## src/rtl/button_event.sv

```systemverilog
`default_nettype none
// ============================================================================
// Module   : button_event
// Purpose  : Per-channel button gesture classifier. Each channel watches a
//            debounced, clk-synchronous level and reports short presses,
//            long presses, double presses and auto-repeat ticks while held.
// Ports    : clk          - clock, rising edge active
//            rst_n        - asynchronous active-low reset
//            clear        - synchronous abort of every channel
//            btn_in       - [N_CH] button levels, 1 = pressed
//            short_press  - [N_CH] one-cycle pulse, short press completed
//            long_press   - [N_CH] one-cycle pulse, long-press threshold hit
//            double_press - [N_CH] one-cycle pulse, second press in window
//            repeat_press - [N_CH] one-cycle pulse, auto-repeat tick in hold
//            held         - [N_CH] level, channel currently in HOLD
// Revision : 1.0 - initial release
// ============================================================================
module button_event #(
  parameter int N_CH       = 4,
  parameter int CNT_W      = 16,
  parameter int LONG_CYC   = 1000,
  parameter int DBL_EN     = 1,
  parameter int DBL_GAP    = 250,
  parameter int REPEAT_CYC = 200
) (
  input  logic            clk,
  input  logic            rst_n,
  input  logic            clear,
  input  logic [N_CH-1:0] btn_in,
  output logic [N_CH-1:0] short_press,
  output logic [N_CH-1:0] long_press,
  output logic [N_CH-1:0] double_press,
  output logic [N_CH-1:0] repeat_press,
  output logic [N_CH-1:0] held
);

  // Terminal counts: each phase ends when the counter shows the last value
  // of its window, so the qualifying sample is the one that makes it fire.
  localparam logic [CNT_W-1:0] c_LONG_LAST = CNT_W'(LONG_CYC - 1);
  localparam logic [CNT_W-1:0] c_GAP_LAST  = CNT_W'(DBL_GAP - 1);
  localparam logic [CNT_W-1:0] c_REP_LAST  = CNT_W'((REPEAT_CYC > 0) ? (REPEAT_CYC - 1) : 0);
  localparam logic [CNT_W-1:0] c_CNT_ONE   = CNT_W'(1);
  localparam logic [CNT_W-1:0] c_CNT_MAX   = '1;

  typedef enum logic [2:0] {
    S_IDLE   = 3'd0,
    S_PRESS  = 3'd1,
    S_GAP    = 3'd2,
    S_PRESS2 = 3'd3,
    S_HOLD   = 3'd4
  } state_t;

  for (genvar g = 0; g < N_CH; g++) begin : g_ch
    state_t           r_state;
    state_t           w_state_nxt;
    logic [CNT_W-1:0] r_cnt;
    logic [CNT_W-1:0] w_cnt_nxt;
    logic             r_short, r_long, r_dbl, r_rep, r_held;
    logic             w_short_nxt, w_long_nxt, w_dbl_nxt, w_rep_nxt;
    logic             w_btn;

    assign w_btn = btn_in[g];

    always_ff @(posedge clk or negedge rst_n) begin
      if (!rst_n) begin
        r_state <= S_IDLE;
        r_cnt   <= '0;
        r_short <= 1'b0;
        r_long  <= 1'b0;
        r_dbl   <= 1'b0;
        r_rep   <= 1'b0;
        r_held  <= 1'b0;
      end else begin
        r_state <= w_state_nxt;
        r_cnt   <= w_cnt_nxt;
        r_short <= w_short_nxt;
        r_long  <= w_long_nxt;
        r_dbl   <= w_dbl_nxt;
        r_rep   <= w_rep_nxt;
        // Registered copy of "next state is HOLD" so held tracks the state
        // with the same one-cycle latency as the pulses.
        r_held  <= (w_state_nxt == S_HOLD);
      end
    end

    always_comb begin
      w_state_nxt = r_state;
      w_cnt_nxt   = r_cnt;
      w_short_nxt = 1'b0;
      w_long_nxt  = 1'b0;
      w_dbl_nxt   = 1'b0;
      w_rep_nxt   = 1'b0;

      if (clear) begin
        w_state_nxt = S_IDLE;
        w_cnt_nxt   = '0;
      end else begin
        case (r_state)
          S_IDLE: begin
            if (w_btn) begin
              w_state_nxt = S_PRESS;
              w_cnt_nxt   = c_CNT_ONE;
            end
          end
          S_PRESS: begin
            if (w_btn) begin
              if (r_cnt == c_LONG_LAST) begin
                w_state_nxt = S_HOLD;
                w_cnt_nxt   = '0;
                w_long_nxt  = 1'b1;
              end else begin
                w_cnt_nxt   = r_cnt + c_CNT_ONE;
              end
            end else if (DBL_EN != 0) begin
              // Short press is only reported once the gap proves no
              // second press follows.
              w_state_nxt = S_GAP;
              w_cnt_nxt   = c_CNT_ONE;
            end else begin
              w_state_nxt = S_IDLE;
              w_cnt_nxt   = '0;
              w_short_nxt = 1'b1;
            end
          end
          S_GAP: begin
            if (w_btn) begin
              w_state_nxt = S_PRESS2;
              w_cnt_nxt   = '0;
              w_dbl_nxt   = 1'b1;
            end else if (r_cnt == c_GAP_LAST) begin
              w_state_nxt = S_IDLE;
              w_cnt_nxt   = '0;
              w_short_nxt = 1'b1;
            end else begin
              w_cnt_nxt   = r_cnt + c_CNT_ONE;
            end
          end
          S_PRESS2: begin
            // Second press is consumed silently: no long press or repeat.
            if (!w_btn) begin
              w_state_nxt = S_IDLE;
              w_cnt_nxt   = '0;
            end
          end
          S_HOLD: begin
            if (!w_btn) begin
              w_state_nxt = S_IDLE;
              w_cnt_nxt   = '0;
            end else if ((REPEAT_CYC > 0) && (r_cnt == c_REP_LAST)) begin
              w_cnt_nxt   = '0;
              w_rep_nxt   = 1'b1;
            end else if (r_cnt != c_CNT_MAX) begin
              w_cnt_nxt   = r_cnt + c_CNT_ONE;
            end
          end
          default: begin
            w_state_nxt = S_IDLE;
            w_cnt_nxt   = '0;
          end
        endcase
      end
    end

    assign short_press[g]  = r_short;
    assign long_press[g]   = r_long;
    assign double_press[g] = r_dbl;
    assign repeat_press[g] = r_rep;
    assign held[g]         = r_held;
  end

endmodule
`default_nettype wire

```

## config.mk

```make
export PLATFORM = sky130hd
export DESIGN_NAME = button_event
export DESIGN_NICKNAME = d
export VERILOG_FILES = /design/src/rtl/button_event.sv
export SDC_FILE = /design/constraint.sdc
export NUM_CORES = 1
export LEC_CHECK = 0
export BUFFER_PORTS_ARGS = -buffer_cell sky130_fd_sc_hd__buf_2
export CAP_MARGIN = 40
export CORE_MARGIN = 2
export CORE_UTILIZATION = 44
export DETAILED_ROUTE_END_ITERATION = 6
export PLACE_DENSITY = 0.57
export REMOVE_ABC_BUFFERS = 1
export SLEW_MARGIN = 20
export SYNTH_ARGS = -nofsm -noshare
export SYNTH_HDL_FRONTEND = slang
export SYNTH_SLANG_ARGS = --single-unit
export TNS_END_PERCENT = 1
```

## constraint.sdc

```tcl
create_clock -name clk -period 3.95 [get_ports clk]
set_input_delay 0.395 -clock clk [delete_from_list [all_inputs] [get_ports clk]]
set_output_delay 0.395 -clock clk [all_outputs]
set_load 0.01 [all_outputs]
```

# [Word-level counts from Yosys, hierarchy flattened]
# Index checks and enable logic that the tools add are counted.
[totals] elab_cells=228 input_bits=7 latchBits=0 romBits=0 register_bits=96 memories=0 out_inout_bits=20 ram_bits=0
[op_classes] div_mod_pow=0 n_mul=0 bitwise=0 shifts=0 reduce_logical=12 n_mux=136 n_lt_le_gt_ge=0 eq_ne=48 n_addsub=4
[op_table] op="16-bit 2-to-1 mux" n=40
[op_table] op="16-bit case mux with 5 select lines" n=4
[op_table] op="16-bit by 8-bit equality test with 1-bit output (second input constant)" n=8
[op_table] op="3-bit 2-to-1 mux" n=28
[op_table] op="16-bit by 1-bit adder with 16-bit output (second input constant)" n=4
[op_table] op="16-bit by 10-bit equality test with 1-bit output (second input constant)" n=4
[op_table] op="16-bit != test (second input constant)" n=4
[op_table] op="1-bit 2-to-1 mux" n=60
[op_table] op="3-bit case mux with 4 select lines" n=4
[op_table] op="3-bit by 2-bit equality test with 1-bit output (second input constant)" n=8
[op_table] op="3-bit equality test (second input constant)" n=8
[op_table] op="3-bit != test (second input constant)" n=8
[op_table] op="5-bit != test (second input constant)" n=4
[op_table] op="3-bit by 1-bit equality test with 1-bit output (second input constant)" n=4
[op_table] op="3-bit logical NOT" n=4
[op_table] op="3-bit AND reduction" n=4
[op_table] op="2-bit OR reduction" n=4

# [Logic depth before layout (Yosys ltp)]
# Gate-level depths: netlist of run 1.
[depth] ltp_word=6 depth_mapped=9

# [Worst setup path before layout of run 1]
# OpenSTA, ideal clock, no wires.
[synth_path] path_type="register to register" from="register g_ch[0].r_cnt[0]" to="register g_ch[0].r_cnt[12]" setup_ps=121 setup_slack_ps=1772 arrival_ps=2057 path_stages_with_launch=9 required_ps=3829 period_less_slack_ps=2178 path_cell_list="dfrtp_1 -> ha_1 -> nor4bb_1 -> nand4_1 -> a32oi_2 -> a21o_1 -> buf_4 -> o21ai_1 -> a22o_1"
[synth_between] elab_chain_cells=6 word_cells_on_any_way=16 cone_classes="add/sub: 1; eq/ne: 5; mux: 9; reduce/logical: 1"
[synth_lines] element="start, declared" line="56" rtl="logic [CNT_W-1:0] r_cnt;"
[synth_lines] element="start signal, assigned" line="75" rtl="r_cnt <= w_cnt_nxt;"
[synth_lines] element="16-bit by 1-bit adder with 16-bit output" line="112, 135, 153"
[synth_lines] element="16-bit 2-to-1 mux" line="152" rtl="end else if (r_cnt != c_CNT_MAX) begin"
[synth_lines] element="16-bit 2-to-1 mux" line="149" rtl="end else if ((REPEAT_CYC > 0) && (r_cnt == c_REP_LAST)) begin"
[synth_lines] element="16-bit 2-to-1 mux" line="146" rtl="if (!w_btn) begin"
[synth_lines] element="16-bit case mux with 5 select lines" line="98" rtl="case (r_state)"
[synth_lines] element="16-bit 2-to-1 mux" line="94" rtl="if (clear) begin"
# Parallel ways exist; a longest one is shown, timed or not. The select of a mux whose other input is x is not followed.
# A chain may end at the register's enable or synchronous reset.

# [Final worst setup path of run 1]
[layout_path] from="register g_ch[3].r_state[2]" to="register g_ch[3].r_cnt[12]"
[layout_between] elab_chain_cells=3 word_cells_on_any_way=11 cone_classes="eq/ne: 7; mux: 2; reduce/logical: 2"
[layout_lines] element="start, declared" line="54" rtl="state_t r_state;"
[layout_lines] element="start signal, assigned" line="74" rtl="r_state <= w_state_nxt;"
[layout_lines] element="3-bit equality test, or another cell as far along" line="98"
[layout_lines] element="5-bit != test (no line), or another cell as far along"
[layout_lines] element="3-bit AND reduction (no line) / 16-bit 2-to-1 mux (equally long branches)"
[layout_lines] element="end signal, assigned" line="75"
[layout_lines] element="end, declared" line="56"
# Parallel ways exist; a longest one is shown, timed or not.

==> results_dict.tcl, run 1 <==
set metrics [dict create \
    pwr-share-comb_pct 7.3 \
    worstPathCellList "nor2b_1, and3b_1, a22oi_1, a21boi_2, nand2b_1, o311ai_0" \
    antenna_found_initial 1 \
    synth_fa_ha_area_share_pct 1.87 \
    io_pins 27 \
    area_delta_synth_final_pct 6.35 \
    cts_inserted_buffers 9 \
    arrival_ns 2.92 \
    layout-drive-gt1-share_pct 9.16 \
    fp-row-count 42 \
    wl_um 13300 \
    overflow 0 \
    max_cap_violations 0 \
    antennaDiodeCount 0 \
    crit_type "reg2reg" \
    final_common_cell "dfrtp_1" \
    vias_per_cell 6.01 \
    finalClockSkew_ns 0.00646 \
    yosys.area_share.simple_pct 30.5 \
    io_buffers 26 \
    netlist_area_mm2 0.00589 \
    placed_cells 826 \
    drtIter0Drc 391 \
    clk_pin_slew_ns 0.06 \
    fmax_mhz 372 \
    ys.flop_type "dfrtp_1" \
    start_kind "register" \
    drv_slew 0 \
    drc_errors 0 \
    cp_max_fo 17 \
    maxSlewHeadroom_pct 48.5 \
    min_period_over_period_pct 68.0 \
    worst_setup_path_end_kind "register" \
    stdcell_count 842 \
    crit_slowest_cell "a21boi_2" \
    tightest_slew_ns 0.762 \
    core-area_mm2 0.0131 \
    clk_latency_ns 0.35 \
    p_leak_nw 2.65 \
    ir_worst_vdd_mv 0.199 \
    final_cell_mix "dfrtp_1, nor2_1, nand2_1" \
    pwr-share-seq_pct 51.2 \
    clkPwrFrac_pct 41.5 \
    synth_xor_xnor_area_share_pct 0 \
    p_int_mw 1.50 \
    syn_inst 673 \
    grt_max_degree 42 \
    synthArstFlopShare_pct 100 \
    cts_root_buf "clkbuf_16" \
    first_pass_iters 6 \
    rsz0062_at_grt "no" \
    seq_area_mm2 0.00240 \
    period_needed_ns 2.69 \
    place.gp.congestion 0.831 \
    nets 677 \
    synth-seq-area-share_pct 40.8 \
    finalHoldViolCount 0 \
    setup_viol 0 \
    synth-compound-area-share_pct 20.7 \
    max_stage_delay_ns 0.60 \
    synth_top_family_by_area "simple AND/OR/NAND/NOR gates" \
    multi_input_area_mm2 0.00313 \
    switching_share_pct 24.4 \
    post_drt_wl_per_cell_um 15.8 \
    track_usage_pct 19.8 \
    worstPathRequired_ns 4.19 \
    p_switching_mw 0.483 \
    cts_tree "yes" \
    r2r_setup_slack_ns 1.26 \
    postSynthAreaPerCell_um2 8.76 \
    power_density_mw_per_mm2 316 \
    tns_ns 0 \
    synth_cell_types 67 \
    num-fill-cells 1292 \
    status "finished clean" \
    place_hpwl_um 9290 \
    cts.sinks 96 \
    synth-seq-cells 96 \
    synth_warnings 0 \
    grt_pass1_wl_um 23300 \
    dieArea_mm2 0.0143 \
    start_util_pct 44.9 \
    hp-class "in2reg" \
    synthMuxAreaShare_pct 0 \
    first_global_vias 4800 \
    die_x_um 120 \
    htree_num_levels 3 \
    die_h_um 120 \
    synth_edf_count 0 \
    clockBufferDepth 2 \
    via_count 5064 \
    antenna_left 0 \
]
## layer usage
| metal | vias up | wire [µm] | track usage, % |
|---|---|---|---|
| met2 | 110 | 6140 | 31.1 |
| met4 | 2 | 276 | 8.09 |
| met5 | - | 11 | 0 |
| met3 | 16 | 498 | 2.76 |
| met1 | 2461 | 6360 | 27.8 |
| li1 | 2475 | - | - |
## worst max-delay path, delay by kind of cell, from the launching register on
family / cells / cell delay (ns)
AOI/OAI and AO/OA: 3 / 1.11
DFF: 1 / 0.54
and+or+nand+nor: 3 / 0.92
## path summary, 6_finish.rpt
check                                    from           endpoint  cells after the start
max in group asynchronous               rst_n   g_ch[2].r_cnt[9]                      4
setup reg to reg           g_ch[3].r_state[2]  g_ch[3].r_cnt[12]                      6
min in group asynchronous               rst_n   g_ch[2].r_cnt[5]                      2
setup / recovery           g_ch[3].r_state[2]  g_ch[3].r_cnt[12]                      6
hold / removal                      btn_in[0]    g_ch[0].r_short                      2
hold reg to reg              g_ch[2].r_cnt[1]   g_ch[2].r_cnt[1]                      2
## cell type report
| cell class | count | share of cell area [%] |
|---|---|---|
| clock buffer | 11 | 4.03 |
| clock inverter | 4 | 0.319 |
| sequential | 96 | 38.3 |
| timing repair buffer | 30 | 2.83 |
| multi-input combinational | 507 | 49.9 |
| inverter | 18 | 1.08 |
| tap | 176 | 3.51 |
## power groups by stage
stage               registers, mW  logic, mW  clock network [mW]
floorplan                    1.03     0.0860                   0
global placement             1.03      0.141                   0
detailed placement           1.03      0.145                   0
CTS                          1.01      0.146               0.854
global route                 1.02      0.166               0.889
finish                       1.01      0.144               0.822
## synth_stat cells, types with 6 or more instances
cell	instances	area share [%]
dfrtp_1	96	41
nor2_1	58	3.7
nand2_1	57	3.6
nand3_1	39	3.3
o21ai_0	32	2.7
nor3_1	28	2.4
a21oi_1	27	2.3
a22o_1	27	4.0
buf_4	23	2.9
clkbuf_1	21	1.3
inv_1	18	1.1
nand4_1	18	1.9
and3_1	17	1.8
nor4_1	15	1.6
nand2b_1	13	1.4
nor2b_1	13	1.4
o31ai_1	12	1.5
and2_1	11	1.2
or3_1	9	0.96
a21o_1	8	1.0
ha_1	8	1.7
nor4b_1	8	1.2
nor4bb_1	7	1.2
o21ai_1	7	0.59
a31oi_1	6	0.64
buf_2	6	0.51
o21bai_1	6	0.76
## logic make-up (layout without fill, tap and decap cells)
logic type | after synthesis | in the layout
flip-flops | 96 | 96
buffers and inverters | 70 | 63
adder cells (fa/ha/maj) | 9 | 9
AO/OA/AOI/OAI | 173 | 173
AND/OR/NAND/NOR | 325 | 325
## metrics by stage
| stage | utilization [%] | worst slack, ns | power [mW] | hold WS (ns) | instance area [µm²] |
|---|---|---|---|---|---|
| floorplan | - | 1.65 | 1.11 | 0.0994 | 5600 |
| global placement | 45.4 | 1.37 | 1.17 | 0.524 | 5970 |
| detailed placement | 45.6 | 1.28 | 1.18 | 0.361 | 5990 |
| CTS | 47.7 | 1.27 | 2.01 | 0.364 | 6270 |
| global route | 47.7 | 0.928 | 2.07 | 0.409 | 6270 |
| finish | 47.7 | 1.26 | 1.98 | 0.383 | 6270 |
## sequential cells by signal (all words and copies together) (netlist names)
signal        cells
g_ch.r_dbl        4
g_ch.r_held       4
g_ch.r_cnt       64
g_ch.r_short      4
g_ch.r_state     12
g_ch.r_rep        4
g_ch.r_long       4
## repair_timing
item / in CTS / in global routing
buffers inserted: 0 / 0
gates resized for setup: 0 / 0
hold buffers: 1 / 0
endpoints found under the hold margin: 30 / 0
(Power assumes the default switching activity.)
==> run 2: changes to the inputs <==
ABC_AREA = 1   (was unset)
PLACE_DENSITY = 0.59   (was 0.57)
clock period = 2.3 ns   (was 3.95 ns; I/O delays follow)
==> run 2 against run 1 <==
  * Register-to-register slack worse by 1.0 ns
  * Clock skew increased by 0.0035 ns
  * Critical endpoint is now g_ch[2].r_cnt[5]
  * Sequential share of layout area fell by 7.1 points
  * Flip-flop and latch count did not move
  * Wire length rose by 32%
  * Critical path type unchanged
==> results_dict.tcl, run 2 <==
set metrics [dict create \
    status "finished clean" \
    fmax_mhz 489 \
    yosysTopAreaCellShare_pct 34.1 \
    ir_worst_vdd_mv 0.474 \
    top_register "g_ch.r_cnt" \
    track_usage_pct 21.7 \
    largest_reg_flops 64 \
    cp_max_fo 11 \
    clk_latency_ns 0.36 \
    start_kind "register" \
    drv_slew 0 \
    stdcell_count 1335 \
    netlist_area_mm2 0.00705 \
    first_global_vias 6301 \
    power_mw 4.09 \
    synth-seq-cells 96 \
    final_common_cell "nand2_1" \
    htree_num_levels 3 \
    crit_slowest_cell "dfrtp_1" \
    layout-drive-gt1-share_pct 9.65 \
    dieArea_mm2 0.0171 \
    cts.sinks 96 \
    yosysTopAreaCell "dfrtp_1" \
    overflow 0 \
    antenna_found_initial 0 \
    period_needed_ns 2.05 \
    post_drt_wl_per_cell_um 13.2 \
    vias_per_cell 5.08 \
    nets 1129 \
    postSynthAreaPerCell_um2 6.43 \
    synth_edf_count 0 \
    reg_top3 "g_ch.r_cnt (64), g_ch.r_state (12)" \
    num-fill-cells 1653 \
    cts_inserted_buffers 9 \
    worst_setup_path_end_kind "register" \
    min_period_over_period_pct 89.0 \
    crit_type "reg2reg" \
    hp-class "in2reg" \
    wl_um 17600 \
    grt_max_degree 62 \
    yosysMostFrequentCell "nand2_1" \
    finalClockSkew_ns 0.0100 \
    ys.flop_type "dfrtp_1" \
    use_met2_pct 35.8 \
    finalWorstSetupSlack_ns 0.253 \
    die_h_um 131 \
    power_density_mw_per_mm2 531 \
    place.gp.congestion 0.907 \
    met1_usage_pct 29.4 \
    cts_tree "yes" \
    cp_common_cell "nand2_1" \
    clk_pin_slew_ns 0.07 \
    grt-busiest-layer "met2" \
    first_pass_iters 7 \
    max_stage_delay_ns 0.41 \
    dp_slack_ns 0.263 \
    synth_cell_types 39 \
    finalHoldViolCount 0 \
    final_cell_mix "nand2_1, inv_1, nor2_1" \
    place_hpwl_um 13400 \
    clockBufferDepth 2 \
    drtIter0Drc 585 \
    met3_usage_pct 4.23 \
    start_util_pct 44.7 \
    synthTopCellsByCount "nand2_1, inv_1, nor2_1, nand3_1, dfrtp_1" \
    antennaDiodeCount 0 \
    cts_setup_buffers 0 \
    syn_inst 1097 \
    worstPathRequired_ns 2.54 \
    synthArstFlopShare_pct 100 \
    tns_ns 0 \
    via_count 6780 \
    rsz0062_at_grt "no" \
    io_pins 27 \
    p_leak_nw 3.98 \
    synth-seq-area-share_pct 34.1 \
    max_cap_violations 0 \
    synth_warnings 0 \
    antenna_left 0 \
    drc_errors 0 \
    area_delta_synth_final_pct 9.01 \
    tightest_slew_ns 0.634 \
    worstPathCellList "ha_1, nand2_1, nor2_4, nand2_1, nor2_2, nand2_1, nand2_1, nand2_1, buf_4, a21oi_1, a21oi_1" \
    synth_area_leaders "dfrtp_1, nand2_1, inv_1, nor2_1, nand3_1" \
    die_x_um 131 \
    placed_cells 1318 \
    fp-row-count 46 \
    arrival_ns 2.29 \
    grt_pass1_wl_um 29700 \
    cts_root_buf "clkbuf_16" \
    setup_viol 0 \
    io_buffers 26 \
    maxSlewHeadroom_pct 57.3 \
    core-area_mm2 0.0158 \
]
[run 2: changes by cell type after synthesis, sizes merged, moves of 12 or more]
cell and change:
nand3 +77, o31ai -12, clkbuf -12, nand2b -13, a22o -27, inv +146, and3 -17, nor2b -13
nor2 +102, nand2 +276, nand4 +38
[run 2: logic make-up after synthesis]
group | Yosys count | share of synthesized area [%]
compound gates | 75 | 5.73
fa+ha+maj | 8 | 1.42
simple gates | 708 | 45.2
buf+inv | 205 | 13.0
flops | 96 | 34.1
xor+xnor | 5 | 0.621
[run 2: timing repair]
action                                  CTS  global route
endpoints found under the hold margin    96             0
endpoints found under the setup margin    0             3
gates resized for setup                   0             2
hold buffers                              1             0
[run 2: final cells by class]
type / instances / area, µm² / share of cell area (%)
clock buffer: 10 / 239 / 3.11
multi-input combinational: 796 / 3740 / 48.7
sequential: 96 / 2400 / 31.2
tap: 216 / 270 / 3.52
inverter: 166 / 631 / 8.20
clock inverter: 6 / 114 / 1.48
timing repair buffer: 45 / 290 / 3.78
[run 2: worst paths after layout]
check / slack (ns) / depth (start not counted) / endpoint / start
max in group asynchronous: 1.51 / 3 / g_ch[1].r_cnt[11] / rst_n
min in group asynchronous: 0.42 / 3 / g_ch[1].r_cnt[2] / rst_n
hold reg to reg: 0.54 / 2 / g_ch[3].r_cnt[15] / g_ch[3].r_cnt[15]
hold / removal: 0.19 / 2 / g_ch[0].r_short / btn_in[0]
setup reg to reg: 0.25 / 11 / g_ch[2].r_cnt[5] / g_ch[2].r_cnt[1]
setup / recovery: 0.25 / 11 / g_ch[2].r_cnt[5] / g_ch[2].r_cnt[1]
[run 2: through the flow]
| step | instance area [µm²] | util, % | hold slack [ns] |
|---|---|---|---|
| global placement | 7320 | 46.4 | 0.259 |
| detailed placement | 7320 | 46.4 | 0.263 |
| floorplan | 6770 | - | -0.0656 |
| CTS | 7680 | 48.7 | 0.176 |
| global route | 7690 | 48.8 | 0.196 |
| finish | 7690 | 48.8 | 0.188 |
[run 2: report_power, final]
group | internal, mW | switching [mW] | total, mW
logic | 0.156 | 0.367 | 0.523
registers | 1.72 | 0.0441 | 1.77
clock network | 1.10 | 0.701 | 1.80
total | 2.97 | 1.11 | 4.09
[run 2: metal layers]
| metal | vias up | wire [µm] | share of wire (%) |
|---|---|---|---|
| met5 | - | 0 | 0 |
| met4 | 0 | 235 | 1.3 |
| met3 | 21 | 676 | 3.8 |
| met2 | 145 | 8160 | 46 |
| met1 | 3084 | 8530 | 48 |
| li1 | 3530 | - | - |
[run 2: worst max-delay path, delay by kind of cell (launching register included)]
| kind | cells | cell delay [ns] |
|---|---|---|
| adders and majority gates | 1 | 0.25 |
| DFF | 1 | 0.41 |
| AOI/OAI and AO/OA | 2 | 0.19 |
| and+or+nand+nor | 7 | 0.81 |
| buffers and inverters | 1 | 0.27 |
